### config.mk
export PLATFORM = sky130hd
export DESIGN_NAME = bf16_to_e4m3_cvt
export DESIGN_NICKNAME = d
export VERILOG_FILES = /design/src/rtl/fp_formats_pkg.sv /design/src/rtl/fp_rne_round.sv /design/src/rtl/bf16_to_e4m3_cvt.sv
export SDC_FILE = /design/constraint.sdc
export NUM_CORES = 1
export LEC_CHECK = 0
export ABC_CLOCK_PERIOD_IN_PS = 8000
export BUFFER_PORTS_ARGS = -buffer_cell sky130_fd_sc_hd__buf_4
export CAP_MARGIN = 20
export CORE_ASPECT_RATIO = 0.5
export CORE_MARGIN = 2
export CORE_UTILIZATION = 45
export DETAILED_ROUTE_END_ITERATION = 10
export RECOVER_POWER = 25
export SLEW_MARGIN = 10
export SYNTH_ARGS = -nofsm -noshare
export SYNTH_HDL_FRONTEND = slang
export SYNTH_SLANG_ARGS = --single-unit
### constraint.sdc
create_clock -name clock -period 8 [get_ports clock]
set_clock_uncertainty 0.1 [all_clocks]
set_input_delay 2.4 -clock clock [delete_from_list [all_inputs] [get_ports clock]]
set_output_delay 2.4 -clock clock [all_outputs]
set_load 0.01 [all_outputs]
### src/rtl/fp_formats_pkg.sv
// rtl/fp_formats_pkg.sv - shared bf16/e4m3 format constants and bf16->e4m3 stage payload types
package fp_formats_pkg;

    localparam int BF16_EXP_W = 8;
    localparam int BF16_MAN_W = 7;
    localparam int BF16_BIAS  = 127;
    localparam int E4M3_EXP_W = 4;
    localparam int E4M3_MAN_W = 3;
    localparam int E4M3_BIAS  = 7;

    localparam logic [6:0] E4M3_MAX_MAG = 7'h7E;
    localparam logic [6:0] E4M3_NAN_MAG = 7'h7F;

    typedef enum logic [2:0] {
        ZERO,
        NORMAL,
        SUBNORM,
        OVF,
        NAN
    } cvt_class_e;

    // shift is the right-shift of the 0.1mmmmmmm fraction for subnormal results (0..8)
    typedef struct packed {
        logic                  sign;
        cvt_class_e            cls;
        logic [E4M3_EXP_W-1:0] exp;
        logic [3:0]            shift;
        logic [BF16_MAN_W-1:0] man;
    } s1_pipe_t;

    // exp carries one extra bit so a rounding carry out of exponent 15 is visible to the packer
    typedef struct packed {
        logic                  sign;
        cvt_class_e            cls;
        logic [E4M3_EXP_W:0]   exp;
        logic [E4M3_MAN_W-1:0] man;
        logic                  inexact;
    } s2_pipe_t;

endpackage

### src/rtl/fp_rne_round.sv
// rtl/fp_rne_round.sv - round-to-nearest-even increment of a kept field from guard/sticky bits
module fp_rne_round #(
    parameter int W = 3
) (
    input  logic [W-1:0] field_i,
    input  logic         guard_i,
    input  logic         sticky_i,
    output logic [W-1:0] rounded_o,
    output logic         carry_o,
    output logic         inexact_o
);

    logic round_up;

    // ties go to the even neighbour: a bare guard bit only rounds up when the lsb is odd
    assign round_up  = guard_i & (sticky_i | field_i[0]);
    assign {carry_o, rounded_o} = {1'b0, field_i} + {{W{1'b0}}, round_up};
    assign inexact_o = guard_i | sticky_i;

endmodule

### src/rtl/bf16_to_e4m3_cvt.sv
// rtl/bf16_to_e4m3_cvt.sv - 3-stage bf16 -> e4m3 RNE converter; E4M3_SATURATE_EN selects +-448 on overflow
module bf16_to_e4m3_cvt
    import fp_formats_pkg::*;
(
    input  logic        clock,
    input  logic        reset,
    input  logic        in_valid,
    output logic        in_ready,
    input  logic [15:0] a_bf16,
    output logic        out_valid,
    input  logic        out_ready,
    output logic [7:0]  y,
    output logic        is_inexact
);

`ifdef E4M3_SATURATE_EN
    localparam logic [6:0] OVF_MAG = E4M3_MAX_MAG;
`else
    localparam logic [6:0] OVF_MAG = E4M3_NAN_MAG;
`endif

    localparam logic signed [9:0]     BIAS_DIFF    = 10'(BF16_BIAS - E4M3_BIAS);
    localparam logic [BF16_EXP_W-1:0] EXP_ALL_ONES = '1;

    logic     stall;
    logic     s1_valid_q;
    logic     s2_valid_q;
    logic     out_valid_q;
    s1_pipe_t s1_d, s1_q;
    s2_pipe_t s2_d, s2_q;
    logic [7:0] y_d, y_q;
    logic       inexact_d, inexact_q;

    assign stall     = out_valid_q & ~out_ready;
    assign in_ready  = ~stall;
    assign out_valid = out_valid_q;
    assign y         = y_q;
    assign is_inexact = inexact_q;

    // S1: decode and classify against the e4m3 exponent range
    logic [BF16_EXP_W-1:0] a_exp;
    logic [BF16_MAN_W-1:0] a_man;
    logic signed [9:0]     e8;
    logic signed [9:0]     neg_e8;

    assign a_exp  = a_bf16[BF16_MAN_W +: BF16_EXP_W];
    assign a_man  = a_bf16[BF16_MAN_W-1:0];
    assign e8     = $signed({2'b00, a_exp}) - BIAS_DIFF;
    assign neg_e8 = -e8;

    always_comb begin
        s1_d      = '0;
        s1_d.sign = a_bf16[15];
        s1_d.man  = a_man;
        if (a_exp == '0) begin
            s1_d.cls = ZERO;
        end else if (a_exp == EXP_ALL_ONES) begin
            s1_d.cls = (a_man != '0) ? NAN : OVF;
        end else if (e8 > 10'sd15) begin
            s1_d.cls = OVF;
        end else if (e8 > 10'sd0) begin
            s1_d.cls = NORMAL;
            s1_d.exp = e8[3:0];
        end else begin
            // beyond 8 the whole significand already sits below the guard bit
            s1_d.cls   = SUBNORM;
            s1_d.shift = (neg_e8 > 10'sd8) ? 4'd8 : neg_e8[3:0];
        end
    end

    // S2: align and round
    logic [15:0]           sub_vec;
    logic [E4M3_MAN_W-1:0] keep;
    logic                  guard;
    logic                  sticky;
    logic [E4M3_MAN_W-1:0] rounded;
    logic                  carry;
    logic                  rnd_inexact;

    always_comb begin
        sub_vec = {1'b1, s1_q.man, 8'h00} >> s1_q.shift;
        keep    = '0;
        guard   = 1'b0;
        sticky  = 1'b0;
        case (s1_q.cls)
            NORMAL: begin
                keep   = s1_q.man[6:4];
                guard  = s1_q.man[3];
                sticky = |s1_q.man[2:0];
            end
            SUBNORM: begin
                keep   = sub_vec[15:13];
                guard  = sub_vec[12];
                sticky = |sub_vec[11:0];
            end
            default: ;
        endcase
    end

    fp_rne_round #(
        .W(E4M3_MAN_W)
    ) u_rne (
        .field_i   (keep),
        .guard_i   (guard),
        .sticky_i  (sticky),
        .rounded_o (rounded),
        .carry_o   (carry),
        .inexact_o (rnd_inexact)
    );

    always_comb begin
        s2_d      = '0;
        s2_d.sign = s1_q.sign;
        s2_d.cls  = s1_q.cls;
        case (s1_q.cls)
            ZERO: s2_d.inexact = |s1_q.man;
            NORMAL: begin
                s2_d.exp     = {1'b0, s1_q.exp} + {4'b0000, carry};
                s2_d.man     = rounded;
                s2_d.inexact = rnd_inexact;
            end
            SUBNORM: begin
                // a carry out of the subnormal field lands on the smallest normal
                s2_d.exp     = {4'b0000, carry};
                s2_d.man     = rounded;
                s2_d.inexact = rnd_inexact;
            end
            OVF: s2_d.inexact = 1'b1;
            default: ;
        endcase
    end

    // S3: pack and catch overflow created by rounding
    logic [6:0] mag;
    logic       ovf;

    always_comb begin
        mag       = {s2_q.exp[3:0], s2_q.man};
        ovf       = (s2_q.cls == OVF) ||
                    ((s2_q.cls == NORMAL) && (s2_q.exp[4] || (mag == E4M3_NAN_MAG)));
        y_d       = {s2_q.sign, mag};
        inexact_d = s2_q.inexact;
        if (s2_q.cls == NAN) begin
            y_d       = {s2_q.sign, E4M3_NAN_MAG};
            inexact_d = 1'b0;
        end else if (ovf) begin
            y_d       = {s2_q.sign, OVF_MAG};
            inexact_d = 1'b1;
        end
    end

    always_ff @(posedge clock) begin
        if (reset) begin
            s1_valid_q  <= 1'b0;
            s2_valid_q  <= 1'b0;
            out_valid_q <= 1'b0;
            s1_q        <= '0;
            s2_q        <= '0;
            y_q         <= '0;
            inexact_q   <= 1'b0;
        end else if (!stall) begin
            s1_valid_q  <= in_valid;
            s2_valid_q  <= s1_valid_q;
            out_valid_q <= s2_valid_q;
            if (in_valid) begin
                s1_q <= s1_d;
            end
            if (s1_valid_q) begin
                s2_q <= s2_d;
            end
            if (s2_valid_q) begin
                y_q       <= y_d;
                inexact_q <= inexact_d;
            end
        end
    end

endmodule

==> key figures <==
Status
  – Status: complete, no violations

Yosys
  – Net count after synthesis: 340
  – Synth Area per Inst: roughly 8.0 µm²
  – Main synth FF type: dfxtp_1
  – Number of flops mapped to enable cells by yosys: 0
  – Synth warn: 0
  – Sequential-to-total area share from yosys stat: 0.353
  – Fraction of registers with async set/reset: 0
  – Top-area cell type share of the netlist area: 0.353
  – Count of distinct cell types in the synthesized netlist: 58
  – Top cells by area, synth: dfxtp_1 35%, nand2_1 7.4%, a21oi_1 5.2%, ha_1 5.0%, nor2_1 4.1%
  – Cell area after synthesis: 2490 µm²
  – Gate Count Post-Synth: 310
  – Flip-flop and latch count after synthesis: 44
  – Top cell type by total area after synthesis: dfxtp_1

Drt
  – Total iterations of the first detailed-routing run: 4
  – Detailed Route WL: ~5.4 mm
  – Post-detailed-route wirelength per cell: 13.5 µm
  – Routed length on met3: 315 µm
  – Final routed DRC violation total: 0
  – Length of routed met2 wiring: 2.32 mm
  – Starting DRC count in detailed routing: 79
  – Total via count after detailed routing: 2,260
  – Top metal layer carrying routed signals: met4
  – Met1 routed wirelength after detailed routing: 2.76 mm
  – Routed via count divided by cell count: around 5.6
  – Remaining antenna violation count after routing: 0

Power and ir drop
  – Peak supply drop: 0.0664 mV
  – Power density over the cells: between 150 and 200 nW/µm²
  – Leakage: 1.01 nW
  – Power share of the sequential group: 0.537
  – Share of total power consumed by net switching: 0.279
  – Portion of total power attributed to the clock network: 0.297
  – Part of the total power dissipated in combinational logic: 0.166
  – Switching power: 0.123 mW
  – Cell-internal power: 0.317 mW

Worst setup path
  – Top fanout value on the critical path: 6
  – Setup crit end kind: output port
  – Critical Path Source Type: input pin
  – WS Path Type: in2out
  – Arrival time at the worst endpoint: 3.08 ns
  – Required time of the worst setup path: 5.50 ns

STA
  – Share of the clock period used by the worst path: 0.697
  – Maximum clock frequency: 179 MHz
  – Final setup violation count: 0
  – Count of pins over their slew limit: 0
  – Tightest Pin Transition: roughly 0.67 ns
  – Endpoints failing hold: 0
  – Worst slew margin relative to its limit: 0.552
  – Setup repair after global routing missed its margin: false
  – Setup TNS: 0 ns
  – Min Clock Period, post-route: 5.58 ns

Placement
  – Detailed-placement wirelength estimate: 4.03 mm
  – Routability congestion estimate: 0.909
  – Post-Place Cells: 395
  – Quantity of I/O buffers inserted on ports: 30

GRT
  – Wire length of the first global-routing pass: between 9 and 10 mm
  – Number of global-route vias before repair: around 2,000
  – Largest net degree at the start of global routing: 44
  – GRT overflow: 0
  – Total GRT Usage: 0.185
  – Number of antenna violations at the first check in global routing: 0

Finish
  – Area Growth Syn to Fin: 10.5%
  – Final Instance Count excl. Fillers: 402
  – Nets: approximately 360
  – Fraction of layout instances using a drive strength above 1: 0.106
  – Most frequent cells in the layout: 50 x nand2_1, 44 x dfxtp_1, 27 x nor2_1
  – Ant. Diodes: 0
  – Most common cell after layout, fill and taps aside: nand2_1

Clock network
  – Worst-case clock buffer depth: 2
  – Clock buffer count from CTS: 5
  – # resized after CTS: 0
  – Setup fix buffers added after clock tree synthesis: 0
  – Quantity of hold-fixing buffers added after cts: 0
  – Clock network latency to the later pin of the worst-skew pair: 0.29 ns
  – Number of sinks on the clock net: 44
  – CTS H-tree lvls: 2
  – Clock transition at the register clock pins on the worst setup and hold paths after CTS: 0.08 ns
  – Root Buffer: clkbuf_8
  – TritonCTS clock tree: yes

Floorplan
  – Total number of placement rows: 19
  – Die Area: 6190 µm²
  – Initial Utilization: 0.460
  – Area of the core region: 5420 µm²
  – Die extent in x: approximately 110 µm
  – Count of pins on the block boundary: 31
  – Y dimension of the die: 56.6 µm

Hold path
  – Class of the tightest hold or removal check: reg2reg

Job
  – Number of max-cap violations: 0
-- critical path, cell delays in order --
cell,delay (ns)
clkbuf_4,0.10
nor2b_1,0.22
inv_1,0.17
buf_4,0.18
-- final cells by class --
type | count | area (µm²)
Clock inverter | 2 | 12.5
Multi-Input combinational cell | 233 | 1460
Clock buffer | 5 | 68.8
Inverter | 15 | 56.3
Fill cell | 546 | 2670
Timing Repair Buffer | 30 | 188
Sequential cell | 44 | 881
Tap cell | 73 | 91.3
-- worst paths after layout --
check | from | to | slack (ns) | cells past startpoint
worst min register to register | s2_q[12]$_SDFFE_PP0P_ | s2_q[12]$_SDFFE_PP0P_ | 0.36 | 2
worst min-delay path | s2_q[12]$_SDFFE_PP0P_ | s2_q[12]$_SDFFE_PP0P_ | 0.36 | 2
worst max register to register | s1_q[16]$_SDFFE_PP0P_ | mag[5]$_SDFFE_PP0P_ | 5.45 | 9
worst max-delay path | out_ready | in_ready | 2.42 | 4
-- metrics by stage --
stage	worst slack [ns]	utilization	cell area [µm²]	total power [mW]	hold slack, ns
final	2.42	0.508	2760	0.439	0.359
after global routing	2.31	0.508	2760	0.464	0.384
after CTS	2.41	0.516	2800	0.446	0.358
after detailed placement	2.42	0.501	2710	0.316	0.347
after global placement	2.47	0.501	2710	0.314	0.338
after floorplan	2.77	-	2490	0.292	0.317
-- registers in the layout, indices dropped and copies added (netlist names) --
signal,cells
is_inexact,1
mag,7
out_valid,1
s1_q,19
s1_valid_q,1
s2_q,6
s2_valid_q,1
y,8
-- cells in the mapped netlist (6+ instances only) --
master    number
nor3_1         6
a21oi_1       26
ha_1          10
nand3_1        6
nand2_1       49
o31ai_1        7
a211oi_1      10
clkbuf_1      13
inv_1         15
nor2_1        27
dfxtp_1       44
-- cell families (layout without fill, tap and decap cells) --
logic type,after synthesis,count (layout),synth area share
multiplexers,4,4,0.0166
AND/OR/NAND/NOR,132,132,0.272
buffers and inverters,33,52,0.0607
AO/OA/AOI/OAI,82,82,0.230
flip-flops,44,44,0.353
XOR/XNOR,5,5,0.0176
adder cells (fa/ha/maj),10,10,0.0502
-- power by group through the flow --
stage | sequential, mW | clock (mW) | combinational [mW]
2_1_floorplan | 0.239 | 0 | 0.0527
3_3_place_gp | 0.241 | 0 | 0.0735
3_5_place_dp | 0.241 | 0 | 0.0746
4_1_cts | 0.236 | 0.135 | 0.0749
5_1_grt | 0.237 | 0.145 | 0.0824
6_report | 0.236 | 0.131 | 0.0730
-- per-layer routing --
metal | vias to the layer above | track usage
met5 | - | 0
met2 | 60 | 0.289
met3 | 5 | 0.0430
li1 | 1156 | -
met1 | 1039 | 0.255
met4 | 0 | 0.0542
Power figures use the tool's default switching activity.
